===== config.mk =====
export PLATFORM = sky130hd
export DESIGN_NAME = stopwatch_ctrl
export DESIGN_NICKNAME = d
export VERILOG_FILES = /design/src/rtl/stopwatch_ctrl.sv
export SDC_FILE = /design/constraint.sdc
export NUM_CORES = 1
export LEC_CHECK = 0
export BUFFER_PORTS_ARGS = -buffer_cell sky130_fd_sc_hd__buf_2
export CAP_MARGIN = 20
export CORE_ASPECT_RATIO = 0.9
export CORE_MARGIN = 2
export CORE_UTILIZATION = 51
export CTS_CLUSTER_DIAMETER = 150
export CTS_CLUSTER_SIZE = 16
export DETAILED_ROUTE_END_ITERATION = 10
export MAX_ROUTING_LAYER = met4
export PLACE_DENSITY = 0.75
export SYNTH_ARGS = -nofsm -noshare
export SYNTH_HDL_FRONTEND = slang
export SYNTH_SLANG_ARGS = --single-unit

===== constraint.sdc =====
create_clock -name clk -period 2.77 [get_ports clk]
set_clock_uncertainty 0.2 [all_clocks]
set_input_delay 0.4155 -clock clk [delete_from_list [all_inputs] [get_ports clk]]
set_output_delay 0.4155 -clock clk [all_outputs]
set_load 0.01 [all_outputs]

===== src/rtl/stopwatch_ctrl.sv =====
// Stopwatch FSM/counter plus timer-vs-stopwatch button steering and display mux; all outputs registered.
// Optional lap hold (LAP state, snapshot, sw_lap) is built only when STOPWATCH_LAP_EN is defined.
module stopwatch_ctrl #(
  parameter int MS_PER_SEC = 1000,
  parameter int MAX_MIN    = 59
) (
  input  logic       clk,
  input  logic       rst,
  input  logic       tick_1k,
  input  logic       mode_sw,
  input  logic       start_btn,
  input  logic       stop_btn,
  input  logic       clr_btn,
  input  logic       lap_btn,
  input  logic       inc_min_btn,
  input  logic       inc_sec_btn,
  input  logic [5:0] tmr_minutes,
  input  logic [5:0] tmr_seconds,
  input  logic       tmr_blink,
  output logic       tmr_start,
  output logic       tmr_stop,
  output logic       tmr_reset,
  output logic       tmr_inc_min,
  output logic       tmr_inc_sec,
  output logic [5:0] minutes,
  output logic [5:0] seconds,
  output logic       blink,
  output logic       sw_running,
  output logic       sw_lap
);

  localparam int MSW = (MS_PER_SEC > 1) ? $clog2(MS_PER_SEC) : 1;
  localparam logic [MSW-1:0] MS_LAST  = MSW'(MS_PER_SEC - 1);
  localparam logic [5:0]     MIN_LAST = 6'(MAX_MIN);

  typedef enum logic [2:0] {
    S_IDLE  = 3'd0,
    S_RUN   = 3'd1,
    S_PAUSE = 3'd2,
`ifdef STOPWATCH_LAP_EN
    S_SAT   = 3'd3,
    S_LAP   = 3'd4
`else
    S_SAT   = 3'd3
`endif
  } state_t;

  state_t         r_state, w_state_nxt;
  logic [MSW-1:0] r_ms, w_ms_nxt;
  logic [5:0]     r_sec, w_sec_nxt, r_min, w_min_nxt;
  logic [5:0]     w_sw_min, w_sw_sec;
  logic           w_count, w_lap_act;
  logic           r_start_q, r_start_qq, r_stop_q, r_stop_qq, r_clr_q, r_clr_qq;
  logic           w_start_ev, w_stop_ev, w_clr_ev;
  logic           r_tmr_start, r_tmr_stop, r_tmr_reset, r_tmr_inc_min, r_tmr_inc_sec;
  logic [5:0]     r_minutes, r_seconds;
  logic           r_blink, r_sw_running, r_sw_lap;

  // Events only exist in stopwatch mode; a level held across a mode change has no fresh edge.
  assign w_start_ev = mode_sw & r_start_q & ~r_start_qq;
  assign w_stop_ev  = mode_sw & r_stop_q  & ~r_stop_qq;
  assign w_clr_ev   = mode_sw & r_clr_q   & ~r_clr_qq;

`ifdef STOPWATCH_LAP_EN
  logic       r_lap_q, r_lap_qq, w_lap_ev;
  logic [5:0] r_snap_min, r_snap_sec, w_snap_min_nxt, w_snap_sec_nxt;
  assign w_lap_ev = mode_sw & r_lap_q & ~r_lap_qq;

  always_ff @(posedge clk) begin
    if (rst) begin
      r_lap_q    <= 1'b0;
      r_lap_qq   <= 1'b0;
      r_snap_min <= '0;
      r_snap_sec <= '0;
    end else begin
      r_lap_q    <= lap_btn;
      r_lap_qq   <= r_lap_q;
      r_snap_min <= w_snap_min_nxt;
      r_snap_sec <= w_snap_sec_nxt;
    end
  end
`else
  logic w_unused_lap;
  assign w_unused_lap = lap_btn;
`endif

  always_comb begin
    w_state_nxt = r_state;
    w_ms_nxt    = r_ms;
    w_sec_nxt   = r_sec;
    w_min_nxt   = r_min;
    w_count     = 1'b0;
`ifdef STOPWATCH_LAP_EN
    w_snap_min_nxt = r_snap_min;
    w_snap_sec_nxt = r_snap_sec;
`endif
    case (r_state)
      S_IDLE:  if (w_start_ev) w_state_nxt = S_RUN;
      S_RUN: begin
        w_count = ~w_stop_ev;
        if (w_stop_ev) w_state_nxt = S_PAUSE;
`ifdef STOPWATCH_LAP_EN
        else if (!w_start_ev && w_lap_ev) begin
          w_state_nxt    = S_LAP;
          w_snap_min_nxt = r_min;
          w_snap_sec_nxt = r_sec;
        end
`endif
      end
`ifdef STOPWATCH_LAP_EN
      S_LAP: begin
        w_count = ~w_stop_ev;
        if (w_stop_ev) w_state_nxt = S_PAUSE;
        else if (!w_start_ev && w_lap_ev) w_state_nxt = S_RUN;
      end
`endif
      S_PAUSE: if (w_start_ev) w_state_nxt = S_RUN;
      S_SAT:   w_state_nxt = S_SAT;
      default: w_state_nxt = S_IDLE;
    endcase

    // The terminal tick saturates rather than wrapping; counters stay at MAX_MIN:59.
    if (w_count && tick_1k) begin
      if (r_ms != MS_LAST) begin
        w_ms_nxt = r_ms + 1'b1;
      end else if (r_sec != 6'd59) begin
        w_ms_nxt  = '0;
        w_sec_nxt = r_sec + 6'd1;
      end else if (r_min != MIN_LAST) begin
        w_ms_nxt  = '0;
        w_sec_nxt = '0;
        w_min_nxt = r_min + 6'd1;
      end else begin
        w_state_nxt = S_SAT;
      end
    end

    if (w_clr_ev) begin
      w_state_nxt = S_IDLE;
      w_ms_nxt    = '0;
      w_sec_nxt   = '0;
      w_min_nxt   = '0;
`ifdef STOPWATCH_LAP_EN
      w_snap_min_nxt = '0;
      w_snap_sec_nxt = '0;
`endif
    end
  end

  always_comb begin
    w_sw_min  = w_min_nxt;
    w_sw_sec  = w_sec_nxt;
    w_lap_act = 1'b0;
`ifdef STOPWATCH_LAP_EN
    if (w_state_nxt == S_LAP) begin
      w_sw_min  = w_snap_min_nxt;
      w_sw_sec  = w_snap_sec_nxt;
      w_lap_act = 1'b1;
    end
`endif
  end

  always_ff @(posedge clk) begin
    if (rst) begin
      r_state       <= S_IDLE;
      r_ms          <= '0;
      r_sec         <= '0;
      r_min         <= '0;
      r_start_q     <= 1'b0;
      r_start_qq    <= 1'b0;
      r_stop_q      <= 1'b0;
      r_stop_qq     <= 1'b0;
      r_clr_q       <= 1'b0;
      r_clr_qq      <= 1'b0;
      r_tmr_start   <= 1'b0;
      r_tmr_stop    <= 1'b0;
      r_tmr_reset   <= 1'b0;
      r_tmr_inc_min <= 1'b0;
      r_tmr_inc_sec <= 1'b0;
      r_minutes     <= '0;
      r_seconds     <= '0;
      r_blink       <= 1'b0;
      r_sw_running  <= 1'b0;
      r_sw_lap      <= 1'b0;
    end else begin
      r_state       <= w_state_nxt;
      r_ms          <= w_ms_nxt;
      r_sec         <= w_sec_nxt;
      r_min         <= w_min_nxt;
      r_start_q     <= start_btn;
      r_start_qq    <= r_start_q;
      r_stop_q      <= stop_btn;
      r_stop_qq     <= r_stop_q;
      r_clr_q       <= clr_btn;
      r_clr_qq      <= r_clr_q;
      r_tmr_start   <= ~mode_sw & start_btn;
      r_tmr_stop    <= ~mode_sw & stop_btn;
      r_tmr_reset   <= ~mode_sw & clr_btn;
      r_tmr_inc_min <= ~mode_sw & inc_min_btn;
      r_tmr_inc_sec <= ~mode_sw & inc_sec_btn;
      // Display and status track the next state so they land on the same edge as the FSM.
      r_minutes     <= mode_sw ? w_sw_min : tmr_minutes;
      r_seconds     <= mode_sw ? w_sw_sec : tmr_seconds;
      r_blink       <= mode_sw ? (w_state_nxt == S_SAT) : tmr_blink;
      r_sw_running  <= (w_state_nxt == S_RUN) | w_lap_act;
      r_sw_lap      <= w_lap_act;
    end
  end

  assign tmr_start   = r_tmr_start;
  assign tmr_stop    = r_tmr_stop;
  assign tmr_reset   = r_tmr_reset;
  assign tmr_inc_min = r_tmr_inc_min;
  assign tmr_inc_sec = r_tmr_inc_sec;
  assign minutes     = r_minutes;
  assign seconds     = r_seconds;
  assign blink       = r_blink;
  assign sw_running  = r_sw_running;
  assign sw_lap      = r_sw_lap;

endmodule


Yosys cells after proc, flatten, opt, wreduce, memory -nomap -nowiden
Cells that the tools add are included.
{"block": "totals", "reg_bits": 50, "inputBits": 23, "out_inout_bits": 20, "elab_cells": 77}
{"block": "op_classes", "eq_ne": 8, "reduce_logical": 6, "addsub": 3, "mux": 25, "bitwise_logic": 16}
{"operator": "2-to-1 mux 6 bit", "count": 12}
{"operator": "2-to-1 mux 10 bit", "count": 3}
{"operator": "2-to-1 mux 3 bit", "count": 7}
{"operator": "adder 6 x 1 -> 6 bit, second input constant", "count": 2}
{"operator": "!= test 6 bit, second input constant", "count": 2}
{"operator": "bitwise AND 1 bit", "count": 11}
{"operator": "adder 10 x 1 -> 10 bit, second input constant", "count": 1}
{"operator": "!= test 10 bit, second input constant", "count": 1}
{"operator": "== test 3 x 2 -> 1 bit, second input constant", "count": 3}
{"operator": "case mux 3 bit (3 select lines)", "count": 1}
{"operator": "== test 3 x 1 -> 1 bit, second input constant", "count": 2}
{"operator": "inverter 1 bit", "count": 5}
{"operator": "OR reduction 2 bit", "count": 2}
{"operator": "zero test 3 bit", "count": 1}
{"operator": "nonzero test 3 bit", "count": 1}
{"operator": "2-to-1 mux 1 bit", "count": 2}
{"operator": "AND reduction 2 bit", "count": 1}
{"operator": "logical AND 1 bit", "count": 1}

Longest topological paths before layout
{"block": "depth", "depth_word": 11, "ltp_mapped": 8, "mapped_depth_nobuf": 6}

Worst setup path before layout
OpenSTA, ideal clock, no wires.
{"block": "synth_path", "path_type": "reg-to-reg", "start": "register r_sec[0]", "end": "register r_minutes[4] (netlist: minutes[4])", "setup_time_ns": 0.123, "path_buffers": 0, "synth_period_minus_slack_ns": 2.157, "required_ns": 2.447, "path_slack_ns": 0.613, "arrival_ns": 1.834, "path_stages_with_launch": 7, "path_cell_list": "dfxtp_1 > ha_1 > nand2_2 > or3_4 > or4_1 > xor2_1 > o21ai_2"}
{"block": "synth_between", "elab_chain_cells": 6}
{"element": "start: declaration", "line_no": "50", "text": "logic [5:0] r_sec, w_sec_nxt, r_min, w_min_nxt;"}
{"element": "start signal: assignment", "line_no": "188", "text": "r_sec <= w_sec_nxt;"}
{"element": "!= test 6 bit", "line_no": "126", "text": "end else if (r_sec != 6'd59) begin"}
{"element": "2-to-1 mux 6 bit", "line_no": "126"}
{"element": "2-to-1 mux 6 bit", "line_no": "124", "text": "if (r_ms != MS_LAST) begin"}
{"element": "2-to-1 mux 6 bit", "line_no": "123", "text": "if (w_count && tick_1k) begin"}
{"element": "2-to-1 mux 6 bit", "line_no": "138", "text": "if (w_clr_ev) begin"}
{"element": "2-to-1 mux 6 bit", "line_no": "202", "text": "r_minutes <= mode_sw ? w_sw_min : tmr_minutes;"}
{"element": "end signal: assignment", "line_no": "202"}
{"element": "end: declaration", "line_no": "56", "text": "logic [5:0] r_minutes, r_seconds;"}
Every way passes these cells.
A chain may end at the register's enable or synchronous reset.

Worst setup path in the final report
{"block": "layout_path", "start": "register r_sec[0]", "end": "register r_min[4]"}
{"block": "layout_between", "elab_chain_cells": 5}
{"element": "!= test 6 bit", "line_no": "126"}
{"element": "2-to-1 mux 6 bit", "line_no": "126"}
{"element": "2-to-1 mux 6 bit", "line_no": "124"}
{"element": "2-to-1 mux 6 bit", "line_no": "123"}
{"element": "2-to-1 mux 6 bit", "line_no": "138"}
{"element": "end signal: assignment", "line_no": "189", "text": "r_min <= w_min_nxt;"}
{"element": "end: declaration", "line_no": "50"}
Every way passes these cells.

==> results.sh <==
export IMPL_synth_edf_count=0
export IMPL_io_buffers=40
export IMPL_die_y_microns=65.6
export IMPL_num_antenna_cells=0
export IMPL_fin_crit_ns=2.33
export IMPL_cts_root_buf="clkbuf_8"
export IMPL_worstSetupPathType="reg -> reg"
export IMPL_ys_seq_elements=50
export IMPL_syn_inst=234
export IMPL_cts_resized=0
export IMPL_viasPerCell=5.45
export IMPL_static_leakage_power_nw=0.946
export IMPL_grt_pass1_vias=1621
export IMPL_max_freq_mhz=429
export IMPL_clkSinkCount=50
export IMPL_post_cts_buffers=0
export IMPL_required_ns=2.75
export IMPL_ir_drop_v=0.000347
export IMPL_relSlewSlack=0.543
export IMPL_antenna_found_initial=0
export IMPL_detail_route_antenna_nets=0
export IMPL_arrival_ns=2.31
export IMPL_post_route_period_util=0.842
export IMPL_die_w_microns=72.5
export IMPL_holdCritStartpoint="tmr_seconds[1]"
export IMPL_p_per_area_mw_per_mm2=530
export IMPL_grt_pass1_wl_mm=7.37
export IMPL_fin_nets=298
export IMPL_synth_distinct_cells=56
export IMPL_final_area_sq_mm=0.00246
export IMPL_io_pins=43
export IMPL_setup_tns_ns=0
export IMPL_rr_startpoint="r_sec[0]"
export IMPL_drive_gt1_frac=0.216
export IMPL_clk_latency_ns=0.30
export IMPL_placedInstanceArea_sq_mm=0.00236
export IMPL_grt_remaining_overflow=0
export IMPL_dp_hpwl_mm=2.98
export IMPL_rsz0062_at_grt="no"
export IMPL_startpoint="r_sec[0]"
export IMPL_cts_inserted_buffers=5
export IMPL_wl_mm=4.26
export IMPL_die_area_sq_mm=0.00476
export IMPL_async_reset_ff_frac=0
export IMPL_core_sq_mm=0.00407
export IMPL_initial_core_util=0.528
export IMPL_ys_warn_count=0
export IMPL_place_gp_congestion=0.814
export IMPL_syn_avg_cell_area_sq_um=9.20
export IMPL_clk_pin_slew_ns=0.09
export IMPL_nFillCells=371
export IMPL_cts_tree="yes"
export IMPL_drt_met1_wl_mm=2.15
export IMPL_drv_slew=0
export IMPL_wl_met2_mm=1.86
export IMPL_drtIter0Drc=115
export IMPL_route_met3_wl_microns=214
export IMPL_hold_viol=0
export IMPL_reg2reg_slack_ns=0.44
export IMPL_hold_buffers=0
export IMPL_end_kind="register"
export IMPL_cp_max_fo=6
export IMPL_syn_area_sq_mm=0.00215
export IMPL_syn_to_final_growth_pct=14.5
export IMPL_finalSetupViolCount=0
export IMPL_startpoint_type="register"
export IMPL_maxCapViolCount=0
export IMPL_multi_input_area_sq_mm=0.00108
export IMPL_dp_cells=313
export IMPL_ys_seq_area_frac=0.465
export IMPL_drt_pass1_iterations=4
export IMPL_std_cell_rows=22
export IMPL_num_vias=1748
export IMPL_clk_path_buf_depth=2
export IMPL_synth_top_flop_cell="dfxtp_1"
export IMPL_worstMarginPinSlew_ns=0.668
export IMPL_drc_errors=0
export IMPL_highest_layer="met4"
export IMPL_status="complete, no violations"
export IMPL_grt_max_degree=18
export IMPL_instances_no_fill=321
export IMPL_track_usage=0.202
export IMPL_seq_area_sq_mm=0.00100
export IMPL_post_drt_wl_per_cell_microns=13.3
export IMPL_cts_htree_levels=2
export IMPL_hold_path_class="in -> reg"
## registers in the layout, summed over array words and instances (netlist names), 3 cells and up
| signal | count |
|---|---|
| r_ms | 10 |
| minutes | 6 |
| r_min | 6 |
| r_sec | 6 |
| seconds | 6 |
| r_state | 3 |
## per-stage QoR
stage               setup slack, ns  power, mW  hold WS, ns  utilization
floorplan                     0.613      0.795        0.230            -
global placement              0.470      0.826        0.247        0.579
detailed placement            0.455      0.828        0.250        0.579
CTS                           0.434       1.32       0.0990        0.605
global route                  0.352       1.36        0.113        0.605
finish                        0.437       1.31        0.103        0.605
## power by group
| part | switching [mW] | leakage [nW] | internal (mW) |
|---|---|---|---|
| sequential | 0.00449 | 0.407 | 0.734 |
| combinational | 0.0415 | 0.486 | 0.0308 |
| clock | 0.224 | 0.0524 | 0.270 |
| total | 0.270 | 0.946 | 1.04 |
## final timing paths
check	endpoint	depth (start not counted)
setup / recovery	r_min[4]	6
hold reg to reg	r_clr_qq	1
setup reg to reg	r_min[4]	6
hold / removal	seconds[1]	3
## routing by layer
metal | up-vias | track usage
met4 | 0 | 0.0625
met5 | - | -
li1 | 919 | -
met2 | 46 | 0.308
met1 | 778 | 0.270
met3 | 5 | 0.0429
## cell usage after synthesis, drive strengths merged (2+ instances only)
master | number | area, sq um
and4 | 2 | 17.5
inv | 2 | 7.51
xnor2 | 7 | 61.3
o21ai | 11 | 58.8
or4 | 6 | 45.0
and2 | 8 | 50.1
xor2 | 2 | 17.5
nor2 | 21 | 78.8
nand3 | 11 | 60.1
o311ai | 4 | 35.0
dfxtp | 50 | 1000
nand3b | 2 | 15.0
ha | 3 | 37.5
clkbuf | 4 | 15.0
nor3b | 2 | 15.0
nor4 | 2 | 12.5
nor2b | 12 | 75.1
nand2 | 23 | 96.4
a21oi | 9 | 45.0
buf | 7 | 51.3
or3 | 4 | 30.0
o31ai | 2 | 15.0
nor3 | 6 | 41.3
a31oi | 4 | 25.0
mux2i | 2 | 20.0
nand4 | 3 | 18.8
o211ai | 6 | 45.0
and3 | 2 | 13.8
## cells by family after synthesis
| kind of cell | after synthesis | synth area share |
|---|---|---|
| AO/OA/AOI/OAI | 48 | 0.151 |
| XOR/XNOR | 9 | 0.0366 |
| adder cells (fa/ha/maj) | 3 | 0.0174 |
| flip-flops | 50 | 0.465 |
| other | 1 | 0.00174 |
| buffers and inverters | 13 | 0.0343 |
| multiplexers | 2 | 0.00930 |
| AND/OR/NAND/NOR | 108 | 0.285 |
## worst max-delay path, cell delays in order, from the launching register on
cell	delay, ns
dfxtp_1	0.40
ha_1	0.22
nand2_2	0.12
or3_4	0.40
or4_1	0.58
xor2_1	0.23
nor2_1	0.06
## placed cells by master (no fill, tap or decap), types with 2 or more instances in the layout
cell type  instances
clkbuf_1           2
mux2i_1            2
o211ai_1           6
xor2_1             2
nand3_1           10
nand3b_1           2
o311ai_0           4
nor4_1             2
xnor2_1            7
nor2b_1           12
o21ai_0            9
nand4_1            3
nor2_1            21
or3_1              3
a21oi_1            9
and4_1             2
dfxtp_1           50
buf_2             40
conb_1             2
nor3b_1            2
or4_1              6
a31oi_1            4
o31ai_1            2
nor3_1             5
nand2_1           21
inv_1              2
clkbuf_8           5
ha_1               3
and2_1             8
## cell type report
class                   instances  area share
clock buffers                   7      0.0310
well taps                      48      0.0244
repair buffers                 41      0.0843
inverters                       2     0.00305
flip-flops and latches         50       0.406
clock inverters                 1      0.0122
multi-input cells             172       0.439
No activity file was read; power rests on OpenSTA's default activity.
